$ cat config.mk
export PLATFORM = sky130hd
export DESIGN_NAME = sum_latch_uart_p
export DESIGN_NICKNAME = d
export VERILOG_FILES = /design/src/rtl/sum_latch_uart_p.sv
export SDC_FILE = /design/constraint.sdc
export NUM_CORES = 1
export LEC_CHECK = 0
export ABC_AREA = 1
export CAP_MARGIN = 0
export CORE_MARGIN = 2
export CORE_UTILIZATION = 35
export CTS_BUF_LIST = sky130_fd_sc_hd__clkbuf_8
export CTS_CLUSTER_DIAMETER = 200
export DETAILED_ROUTE_END_ITERATION = 16
export SKIP_CTS_REPAIR_TIMING = 1
export SLEW_MARGIN = 25
export SYNTH_ARGS = -nofsm -noshare
export SYNTH_HDL_FRONTEND = slang
export SYNTH_SLANG_ARGS = --single-unit
$ cat constraint.sdc
create_clock -name clk -period 3.1 [get_ports clk]
set_input_delay 0.465 -clock clk [delete_from_list [all_inputs] [get_ports clk]]
set_output_delay 0.465 -clock clk [all_outputs]
set_load 0.005 [all_outputs]
$ cat src/rtl/sum_latch_uart_p.sv
// Two-operand add/subtract latch with a UART transmitter that serialises the
// registered result, least-significant byte first, as 8N1 frames.
module sum_latch_uart_p #(
  parameter int DATA_W       = 4,
  parameter int CLKS_PER_BIT = 434
) (
  input  logic              clk,
  input  logic              reset,
  input  logic              save_a_n,
  input  logic              save_b_n,
  input  logic [DATA_W-1:0] data_input,
  input  logic              op_sub,
  input  logic              uart_tx_en,
  output logic [DATA_W:0]   result,
  output logic              uart_txd,
  output logic              uart_tx_busy,
  output logic              tx_done
);

  localparam int RES_W  = DATA_W + 1;
  localparam int NBYTES = (RES_W + 7) / 8;
  localparam int BUF_W  = NBYTES * 8;
  localparam int CNT_W  = $clog2(CLKS_PER_BIT);
  localparam int BYTE_W = (NBYTES > 1) ? $clog2(NBYTES) : 1;

  typedef enum logic [1:0] {IDLE, START, DATA, STOP} tx_state_t;

  // Carry/borrow lands in the MSB; subtraction wraps modulo 2^RES_W.
  function automatic logic [RES_W-1:0] add_sub(input logic [DATA_W-1:0] a,
                                               input logic [DATA_W-1:0] b,
                                               input logic              sub);
    logic [RES_W-1:0] ax;
    logic [RES_W-1:0] bx;
    ax = {1'b0, a};
    bx = {1'b0, b};
    return sub ? (ax - bx) : (ax + bx);
  endfunction

  logic [DATA_W-1:0] a_p0;
  logic [DATA_W-1:0] b_p0;
  logic [RES_W-1:0]  result_p1;

  // Stage p0: operand capture
  always_ff @(posedge clk) begin
    if (reset) begin
      a_p0 <= '0;
      b_p0 <= '0;
    end else begin
      if (!save_a_n) a_p0 <= data_input;
      if (!save_b_n) b_p0 <= data_input;
    end
  end

  // Stage p1: arithmetic result
  always_ff @(posedge clk) begin
    if (reset) result_p1 <= '0;
    else       result_p1 <= add_sub(a_p0, b_p0, op_sub);
  end

  assign result = result_p1;

  tx_state_t         state, state_n;
  logic [CNT_W-1:0]  baud_cnt, baud_cnt_n;
  logic [2:0]        bit_idx, bit_idx_n;
  logic [BYTE_W-1:0] byte_idx, byte_idx_n;
  logic [BUF_W-1:0]  shreg, shreg_n;
  logic              txd_n;
  logic              busy_n;
  logic              done_n;
  logic              bit_tick;

  assign bit_tick = (baud_cnt == CNT_W'(CLKS_PER_BIT - 1));

  // The shift buffer moves right after every data bit, so bit 0 is always
  // the next bit on the line and each new byte arrives at the bottom.
  always_comb begin
    state_n    = state;
    baud_cnt_n = bit_tick ? '0 : baud_cnt + CNT_W'(1);
    bit_idx_n  = bit_idx;
    byte_idx_n = byte_idx;
    shreg_n    = shreg;
    done_n     = 1'b0;
    case (state)
      IDLE: begin
        baud_cnt_n = '0;
        if (uart_tx_en) begin
          shreg_n    = BUF_W'(result_p1);
          byte_idx_n = '0;
          bit_idx_n  = '0;
          state_n    = START;
        end
      end
      START: begin
        if (bit_tick) begin
          bit_idx_n = '0;
          state_n   = DATA;
        end
      end
      DATA: begin
        if (bit_tick) begin
          shreg_n = shreg >> 1;
          if (bit_idx == 3'd7) state_n = STOP;
          else                 bit_idx_n = bit_idx + 3'd1;
        end
      end
      STOP: begin
        if (bit_tick) begin
          if (byte_idx == BYTE_W'(NBYTES - 1)) begin
            state_n = IDLE;
            done_n  = 1'b1;
          end else begin
            byte_idx_n = byte_idx + BYTE_W'(1);
            state_n    = START;
          end
        end
      end
      default: state_n = IDLE;
    endcase
    case (state_n)
      START:   txd_n = 1'b0;
      DATA:    txd_n = shreg_n[0];
      default: txd_n = 1'b1;
    endcase
    busy_n = (state_n != IDLE);
  end

  // Line outputs are registered alongside the state so they never glitch.
  always_ff @(posedge clk) begin
    if (reset) begin
      state        <= IDLE;
      baud_cnt     <= '0;
      bit_idx      <= '0;
      byte_idx     <= '0;
      shreg        <= '0;
      uart_txd     <= 1'b1;
      uart_tx_busy <= 1'b0;
      tx_done      <= 1'b0;
    end else begin
      state        <= state_n;
      baud_cnt     <= baud_cnt_n;
      bit_idx      <= bit_idx_n;
      byte_idx     <= byte_idx_n;
      shreg        <= shreg_n;
      uart_txd     <= txd_n;
      uart_tx_busy <= busy_n;
      tx_done      <= done_n;
    end
  end

endmodule

==> results of run 1 <==
==> sequential cells by signal, summed over array words and instances (netlist names) <==
name          flops
a_p0              4
b_p0              4
tx_done           1
shreg             7
uart_tx_busy      1
bit_idx           3
uart_txd          1
baud_cnt          9
result            5
state             2
==> worst reg2reg max path, delay by kind of cell (launching register included) <==
kind	cells	cell delay, ns
buffers and inverters	2	0.12
and+or+nand+nor	2	0.12
adders and majority gates	2	0.57
AOI/OAI and AO/OA	5	0.59
DFF	1	0.33
==> stage by stage <==
step	power [mW]	utilization	std cells	hold slack, ns
2_1_floorplan	0.6084	-	225	0.4274
3_3_place_gp	0.6652	0.4178	307	0.4396
3_5_place_dp	0.6662	0.4178	307	0.4443
4_1_cts	1.006	0.4358	314	0.4545
5_1_grt	1.050	0.4358	314	0.4809
6_report	0.9899	0.4358	314	0.4490
==> per-layer routing <==
metal  global-route usage  vias up
met1               0.1465      613
met4              0.04762        0
met3              0.04819        7
met5                    0        -
li1                     -      765
met2               0.2193       21
==> report_power, final <==
group / switching [mW] / total, mW / internal (mW) / leakage (nW)
logic: 0.0732 / 0.140 / 0.0664 / 0.506
registers: 0.0132 / 0.514 / 0.501 / 0.303
clock network: 0.164 / 0.337 / 0.173 / 0.0485
==> final cells by class <==
| class | instances | area [sq um] | area share |
|---|---|---|---|
| Inverter | 28 | 105.1 | 0.05039 |
| Clock inverter | 1 | 3.754 | 0.001800 |
| Clock buffer | 6 | 82.58 | 0.03959 |
| Sequential cell | 37 | 740.7 | 0.3551 |
| Tap cell | 67 | 83.83 | 0.04019 |
| Timing Repair Buffer | 18 | 177.7 | 0.08518 |
| Multi-Input combinational cell | 157 | 892.1 | 0.4277 |
==> cells by family (layout without fill, tap and decap cells) <==
family	after synthesis	count (layout)	share of synthesized area
adder cells (fa/ha/maj)	12	12	0.09006
AO/OA/AOI/OAI	42	42	0.1230
flip-flops	37	37	0.4232
AND/OR/NAND/NOR	99	99	0.2766
buffers and inverters	31	53	0.06718
XOR/XNOR	4	4	0.02001
==> placed cells by master, fill, tap and decap left out <==
cell              n
nand2_1          37
dfxtp_1          37
nor2_1           28
inv_1            24
a21oi_1          24
clkdlybuf4s50_1  17
o21ai_0          14
ha_1             11
nor2_2            8
nand3_1           7
clkbuf_8          6
inv_2             4
nand2_2           4
xor2_1            4
nor3_1            3
nor2_4            2
nand2_4           2
o21ai_1           2
nand3_2           2
nand4_1           2
o21ai_2           1
nand3b_2          1
a31oi_1           1
nand3b_1          1
nor3b_2           1
clkinv_1          1
nor4_1            1
fa_1              1
buf_4             1
==> worst paths after layout <==
path | startpoint | endpoint | cells past startpoint
worst max-delay path | op_sub | result[4] | 9
worst max register to register | b_p0[0] | result[3] | 11
worst min register to register | shreg[6] | shreg[6] | 2
worst min-delay path | shreg[6] | shreg[6] | 2
==> flow_metrics.env, run 1 <==
export IMPL_crit_path_max_fanout=4
export IMPL_yosysTopAreaCellShare=0.4232
export IMPL_nets=269
export IMPL_initial_core_util=0.3658
export IMPL_synth_edf_count=0
export IMPL_die_x_um=74.72
export IMPL_numCtsBuffers=5
export IMPL_routed_top_layer="met4"
export IMPL_start_kind="primary input"
export IMPL_max_clock_path_buffers=2
export IMPL_critPathKind="primary input to flip-flop"
export IMPL_syn_area_per_cell_sq_um=7.780
export IMPL_synth_area_leaders="dfxtp_1, nand2_1, ha_1"
export IMPL_crit_family="compound AO/OA/AOI/OAI gates"
export IMPL_synth_top_area_cell="dfxtp_1"
export IMPL_yosysSeqAreaShare=0.4232
export IMPL_cp_cell_sequence="clkdlybuf4s50_1 > a31oi_1 > xor2_1 > inv_1 > ha_1 > a21oi_1 > nand2_1 > o21ai_0 > a21oi_1"
export IMPL_leakagePower_nw=0.8580
export IMPL_vias_per_cell=4.478
export IMPL_finalSetupViolCount=0
export IMPL_setup_slack_ns=1.235
export IMPL_crit_slowest_cell="clkdlybuf4s50_1"
export IMPL_hpwl_um=2261
export IMPL_grt_max_degree=17
export IMPL_coreArea_sq_um=4786
export IMPL_num_antenna_cells=0
export IMPL_clock_sinks=37
export IMPL_vias=1406
export IMPL_place_gp_congestion=0.8100
export IMPL_clk_latency_ns=0.29
export IMPL_layout_drive_gt1_share=0.1296
export IMPL_post_route_period_util=0.6016
export IMPL_tritoncts="done"
export IMPL_async_reset_ff_frac=0
export IMPL_fin_crit_ns=1.865
export IMPL_place_ws_ns=0.9231
export IMPL_cp_end_kind="flip-flop"
export IMPL_powerDensity_nw_per_um2=474.6
export IMPL_required_ns=3.28
export IMPL_place_area_sq_um=1999
export IMPL_drc=0
export IMPL_synth_nets=247
export IMPL_h_tree_depth=2
export IMPL_antenna_found_initial=0
export IMPL_wl_met1_um=1505
export IMPL_fin_area_sq_um=2086
export IMPL_synth_seq_cells=37
export IMPL_cp_slowest_stage_delay_ns=0.45
export IMPL_n_fill_cell=501
export IMPL_final_max_slew_viol_count=0
export IMPL_row_count=25
export IMPL_synthCells=225
export IMPL_synthTopCellsByCount="dfxtp_1, nand2_1, nor2_1, a21oi_1, inv_1"
export IMPL_status="finished clean"
export IMPL_tns_ns=0
export IMPL_wl_met3_um=101
export IMPL_portBuffers=17
export IMPL_worst_pin_slew_ns=0.3925
export IMPL_slew_headroom=0.7355
export IMPL_ant_nets=0
export IMPL_synth_warnings=0
export IMPL_grt_pass1_vias=1290
export IMPL_path_buf_inv=2
export IMPL_avgRoutedWirePerCell_um=9.720
export IMPL_fmax_mhz=536.2
export IMPL_grt_overflow_total=0
export IMPL_hold_class="flip-flop to flip-flop"
export IMPL_die_y_um=74.72
export IMPL_crit_top_cell="a21oi_1"
export IMPL_cts_root_buf="clkbuf_8"
export IMPL_synth_area_sq_um=1750
export IMPL_drtIter0Drc=70
export IMPL_route_met2_wl_um=1384
export IMPL_ios=18
export IMPL_vdd_drop_max_mv=0.2546
export IMPL_fin_worst_skew_ns=0.003867
export IMPL_firstDrtPassIters=4
export IMPL_grt_pass1_wl_um=5402
export IMPL_critPathArrivalTime_ns=2.05
export IMPL_yosys_most_used_dff="dfxtp_1"
export IMPL_maxCapViolations=0
export IMPL_grt_use_total=0.1283
export IMPL_rsz0062_at_grt="false"
export IMPL_die_area_sq_um=5583
export IMPL_route_final_wire_length_um=3052
export IMPL_clk_pin_slew_worst_paths_ns=0.07
export IMPL_hold_viol=0
export IMPL_synth_cell_types=28
export IMPL_synthToLayoutAreaGrowth_pct=19.16
export IMPL_r2r_slack_ns=1.25
(Power assumes the default switching activity.)
==> run 2: changes to the inputs <==
==> constraint.sdc (replaced) <==
create_clock -name clk -period 1.85 [get_ports clk]
set_input_delay 0.2775 -clock clk [delete_from_list [all_inputs] [get_ports clk]]
set_output_delay 0.2775 -clock clk [all_outputs]
set_load 0.005 [all_outputs]
==> run 2 against run 1 <==
- via count up 2.6%
- sequential power up 68%
- clock skew up 0.0024 ns
- die area unchanged
- critical path type is now flip-flop to flip-flop
- largest cell class unchanged
==> flow_metrics.env, run 2 (synthesized netlist as in run 1, its figures left out) <==
export IMPL_firstDrtPassIters=4
export IMPL_slew_headroom=0.8311
export IMPL_post_route_period_util=0.9347
export IMPL_critPathArrivalTime_ns=1.91
export IMPL_layout_drive_gt1_share=0.1829
export IMPL_die_x_um=74.72
export IMPL_place_inst=316
export IMPL_power_mw=1.701
export IMPL_cts_root_buf="clkbuf_8"
export IMPL_coreArea_sq_um=4786
export IMPL_clk_pin_slew_worst_paths_ns=0.07
export IMPL_ant_nets=0
export IMPL_tritoncts="done"
export IMPL_route_final_wire_length_um=3160
export IMPL_numCtsBuffers=5
export IMPL_drtIter0Drc=34
export IMPL_avgRoutedWirePerCell_um=9.753
export IMPL_grt_max_degree=16
export IMPL_num_antenna_cells=0
export IMPL_holdPathStages=2
export IMPL_status="finished clean"
export IMPL_fmax_mhz=578.3
export IMPL_nets=279
export IMPL_start_kind="flip-flop"
export IMPL_grt_use_total=0.1332
export IMPL_h_tree_depth=2
export IMPL_cp_end_kind="flip-flop"
export IMPL_grt_overflow_total=0
export IMPL_clk_latency_ns=0.28
export IMPL_place_area_sq_um=2067
export IMPL_fin_worst_skew_ns=0.006237
export IMPL_critPathKind="flip-flop to flip-flop"
export IMPL_leakagePower_nw=0.9081
export IMPL_hold_class="flip-flop to flip-flop"
export IMPL_vias=1442
export IMPL_row_count=25
export IMPL_tns_ns=0
export IMPL_rr_endpoint="result[2]"
export IMPL_crit_path_max_fanout=4
export IMPL_die_y_um=74.72
export IMPL_holdPathEnd="shreg[6]"
export IMPL_maxCapViolations=0
export IMPL_fin_area_sq_um=2193
export IMPL_required_ns=2.03
export IMPL_timing_hold_ws_ns=0.4559
export IMPL_largest_reg_flops=9
export IMPL_portBuffers=17
export IMPL_worst_pin_slew_ns=0.2516
export IMPL_regMostFlops="baud_cnt"
export IMPL_finalSetupViolCount=0
export IMPL_cp_startpoint="b_p0[0]"
export IMPL_final_common_cell="nand2_1"
export IMPL_drc=0
export IMPL_ios=18
export IMPL_final_cell_mix="nand2_1, dfxtp_1, nor2_1, inv_1, a21oi_1"
export IMPL_hold_viol=0
export IMPL_synthToLayoutAreaGrowth_pct=25.30
export IMPL_fin_crit_ns=1.729
export IMPL_vias_per_cell=4.451
export IMPL_final_max_slew_viol_count=0
export IMPL_grt_pass1_vias=1354
export IMPL_place_gp_congestion=0.7779
export IMPL_n_fill_cell=474
export IMPL_initial_core_util=0.3658
export IMPL_die_area_sq_um=5583
export IMPL_hpwl_um=2351
export IMPL_max_clock_path_buffers=2
export IMPL_vdd_drop_max_mv=0.4185
export IMPL_powerDensity_nw_per_um2=775.5
export IMPL_antenna_found_initial=0
export IMPL_timing_rr_start="b_p0[0]"
export IMPL_grt_pass1_wl_um=5658
export IMPL_clock_sinks=37
export IMPL_r2r_slack_ns=0.12
export IMPL_instances_no_fill=324
export IMPL_r2r_cells=11
export IMPL_worstHoldStart="shreg[6]"
==> run 2: where the power goes <==
group          internal, mW  leakage, nW  total (mW)  switching, mW
combinational         0.147        0.556       0.286          0.139
sequential            0.839        0.303       0.862         0.0228
clock                 0.290       0.0485       0.553          0.263
total                  1.28        0.908        1.70          0.425
==> run 2: how the worst max path moves through the flow <==
stage | endpoint | slack (ns)
3_5_place_dp | result[4] | -0.14
4_1_cts | result[3] | 0.03
3_3_place_gp | result[4] | -0.1
6_report | result[2] | 0.12
5_1_grt | result[3] | -0.005
2_1_floorplan | result[3] | 0.15
==> run 2: final cells by class <==
class / instances / area (sq um) / area share
clock buffers: 6 / 82.58 / 0.03765
clock inverters: 1 / 3.754 / 0.001711
inverters: 28 / 105.1 / 0.04792
multi-input cells: 157 / 923.4 / 0.4210
flip-flops and latches: 37 / 742.0 / 0.3383
well taps: 67 / 83.83 / 0.03822
repair buffers: 28 / 252.7 / 0.1152
==> run 2: per-stage QoR <==
stage | setup WS [ns] | utilization
final | 0.1208 | 0.4583
after global routing | -0.005232 | 0.4583
after CTS | 0.02600 | 0.4499
after detailed placement | -0.1356 | 0.4319
after global placement | -0.09809 | 0.4319
after floorplan | 0.1519 | -
==> run 2: worst max-delay path: stages, from the launching register on <==
cell	delay (ns)
dfxtp_2	0.33
inv_1	0.05
ha_1	0.20
inv_1	0.05
nor2_1	0.05
o21ai_1	0.12
o21ai_1	0.08
ha_1	0.33
buf_4	0.15
buf_4	0.12
nor2_1	0.09
nor2_1	0.05
==> run 2: metal layers <==
layer  global-route usage  vias to the layer above  part of all wire
met3              0.04953                        2             0.035
met2               0.2153                       19              0.47
met1               0.1591                      635              0.48
met4              0.05754                        0            0.0082
met5                    0                        -                 0
li1                     -                      786                 -
==> run 3: changes to the inputs <==
--- a/config.mk
+++ b/config.mk
@@ -8,10 +8,11 @@
 export ABC_AREA = 1
 export CAP_MARGIN = 0
 export CORE_MARGIN = 2
-export CORE_UTILIZATION = 35
+export CORE_UTILIZATION = 58
 export CTS_BUF_LIST = sky130_fd_sc_hd__clkbuf_8
 export CTS_CLUSTER_DIAMETER = 200
 export DETAILED_ROUTE_END_ITERATION = 16
+export PLACE_DENSITY = 0.81
 export SKIP_CTS_REPAIR_TIMING = 1
 export SLEW_MARGIN = 25
 export SYNTH_ARGS = -nofsm -noshare
==> run 3 against run 2 <==
- clock power increased by 28%
- via count increased by 2.1%
- worst setup slack improved by 0.0054 ns
- final cell count decreased by 12%
- hold slack got worse by 0.0063 ns
- register-to-register slack about the same
- critical endpoint unchanged
- highest routed layer unchanged
==> flow_metrics.env, run 3 (synthesized netlist as in run 1, its figures left out) <==
export IMPL_status="finished clean"
export IMPL_largest_reg_flops=9
export IMPL_powerDensity_nw_per_um2=861.9
export IMPL_maxCapViolations=0
export IMPL_finalSetupViolCount=0
export IMPL_final_common_cell="nand2_1"
export IMPL_p_clk_frac=0.386
export IMPL_clk_latency_ns=0.29
export IMPL_vdd_drop_max_mv=0.5594
export IMPL_hold_class="flip-flop to flip-flop"
export IMPL_crit_top_cell="nor2_1"
export IMPL_timing_rr_start="b_p0[0]"
export IMPL_r2r_slack_ns=0.13
export IMPL_slew_headroom=0.7452
export IMPL_avgRoutedWirePerCell_um=10.91
export IMPL_crit_slowest_cell="ha_1"
export IMPL_cp_slowest_stage_delay_ns=0.34
export IMPL_die_x_um=58.94
export IMPL_cp_cell_sequence="inv_1 > ha_1 > inv_1 > nor2_1 > o21ai_1 > o21ai_1 > ha_1 > buf_4 > buf_4 > nor2_1 > nor2_1"
export IMPL_critPathKind="flip-flop to flip-flop"
export IMPL_antenna_found_initial=0
export IMPL_die_area_sq_um=3473
export IMPL_fin_worst_skew_ns=0.004837
export IMPL_clock_sinks=37
export IMPL_instances_no_fill=286
export IMPL_cts_root_buf="clkbuf_8"
export IMPL_p_sw_mw=0.4309
export IMPL_rr_endpoint="result[2]"
export IMPL_place_inst=277
export IMPL_post_route_period_util=0.9318
export IMPL_regMostFlops="baud_cnt"
export IMPL_coreArea_sq_um=2805
export IMPL_fin_area_sq_um=2135
export IMPL_timing_hold_ws_ns=0.4496
export IMPL_rsz0062_at_grt="false"
export IMPL_switching_share=0.2342
export IMPL_initial_core_util=0.6240
export IMPL_row_count=19
export IMPL_h_tree_depth=2
export IMPL_worstHoldStart="shreg[6]"
export IMPL_vias=1472
export IMPL_route_final_wire_length_um=3120
export IMPL_hpwl_um=2260
export IMPL_leakagePower_nw=0.9075
export IMPL_tritoncts="done"
export IMPL_fin_crit_ns=1.724
export IMPL_grt_pass1_vias=1383
export IMPL_firstDrtPassIters=4
export IMPL_vias_per_cell=5.147
export IMPL_comb_power_share=0.146
export IMPL_die_y_um=58.94
export IMPL_grt_pass1_wl_um=5575
export IMPL_nets=276
export IMPL_place_area_sq_um=1999
export IMPL_max_clock_path_buffers=2
export IMPL_drc=0
export IMPL_worst_pin_slew_ns=0.3782
export IMPL_power_internal_mw=1.409
export IMPL_grt_use_total=0.2133
export IMPL_r2r_cells=11
export IMPL_synthToLayoutAreaGrowth_pct=21.94
export IMPL_seqPwrFrac=0.469
export IMPL_holdPathEnd="shreg[6]"
export IMPL_final_cell_mix="nand2_1, dfxtp_1, nor2_1, inv_1, a21oi_1"
export IMPL_grt_max_degree=16
export IMPL_fmax_mhz=580.1
export IMPL_hold_viol=0
export IMPL_start_kind="flip-flop"
export IMPL_cp_end_kind="flip-flop"
export IMPL_numCtsBuffers=5
export IMPL_clk_pin_slew_worst_paths_ns=0.07
export IMPL_fin_util=0.7609
export IMPL_grt_overflow_total=0
export IMPL_ant_nets=0
export IMPL_portBuffers=17
export IMPL_layout_drive_gt1_share=0.1686
export IMPL_critPathArrivalTime_ns=1.91
export IMPL_holdPathStages=2
export IMPL_crit_path_max_fanout=4
export IMPL_ios=18
export IMPL_required_ns=2.04
export IMPL_drtIter0Drc=51
export IMPL_place_gp_congestion=0.8014
export IMPL_final_max_slew_viol_count=0
export IMPL_num_antenna_cells=0
[run 3: cell count changes in the layout (fill, tap and decap cells not counted), sizes merged]
cell	before	now
bufinv	0	1
buf	11	8
[run 3: routing by layer]
layer	GRT usage	wire length, um	vias up
li1	-	-	784
met1	0.2472	1441	665
met2	0.3635	1545	19
met3	0.06154	102	4
met4	0.09416	30	0
met5	0	0	-
[run 3: layout make-up]
class | count | area (sq um)
clock buffer | 6 | 82.58
multi-input combinational | 157 | 900.9
sequential | 37 | 743.2
tap | 31 | 38.79
clock inverter | 2 | 33.78
inverter | 28 | 105.1
fill | 205 | 670.6
timing repair buffer | 25 | 230.2
[run 3: stage by stage]
stage / power, mW / worst slack (ns) / TNS (ns)
floorplan: 1.020 / 0.1519 / 0
global placement: 1.131 / -0.1061 / -0.1496
detailed placement: 1.136 / -0.1421 / -0.2243
CTS: 1.852 / 0.03826 / 0
global route: 1.943 / 0.003358 / 0
finish: 1.840 / 0.1263 / 0
[run 3: power groups by stage]
stage               clock network [mW]  logic (mW)  registers, mW
global placement                     0       0.251          0.879
detailed placement                   0       0.256          0.880
global route                     0.769       0.306          0.867
CTS                              0.733       0.258          0.862
floorplan                            0       0.141          0.878
finish                           0.709       0.268          0.862
[run 3: critical path: cells and delay by family (launching register included)]
kind | cells | cell delay [ns]
and+or+nand+nor | 3 | 0.17
buffers and inverters | 4 | 0.39
AOI/OAI and AO/OA | 2 | 0.19
adders and majority gates | 2 | 0.54
DFF | 1 | 0.32
[run 3: worst max path at each step]
stage	from	endpoint	slack [ns]	cells past startpoint
floorplan	b_p0[0]	result[3]	0.15	11
global placement	op_sub	result[4]	-0.11	9
detailed placement	op_sub	result[4]	-0.14	9
CTS	b_p0[0]	result[3]	0.04	11
global route	b_p0[0]	result[3]	0.003	11
finish	b_p0[0]	result[2]	0.13	11
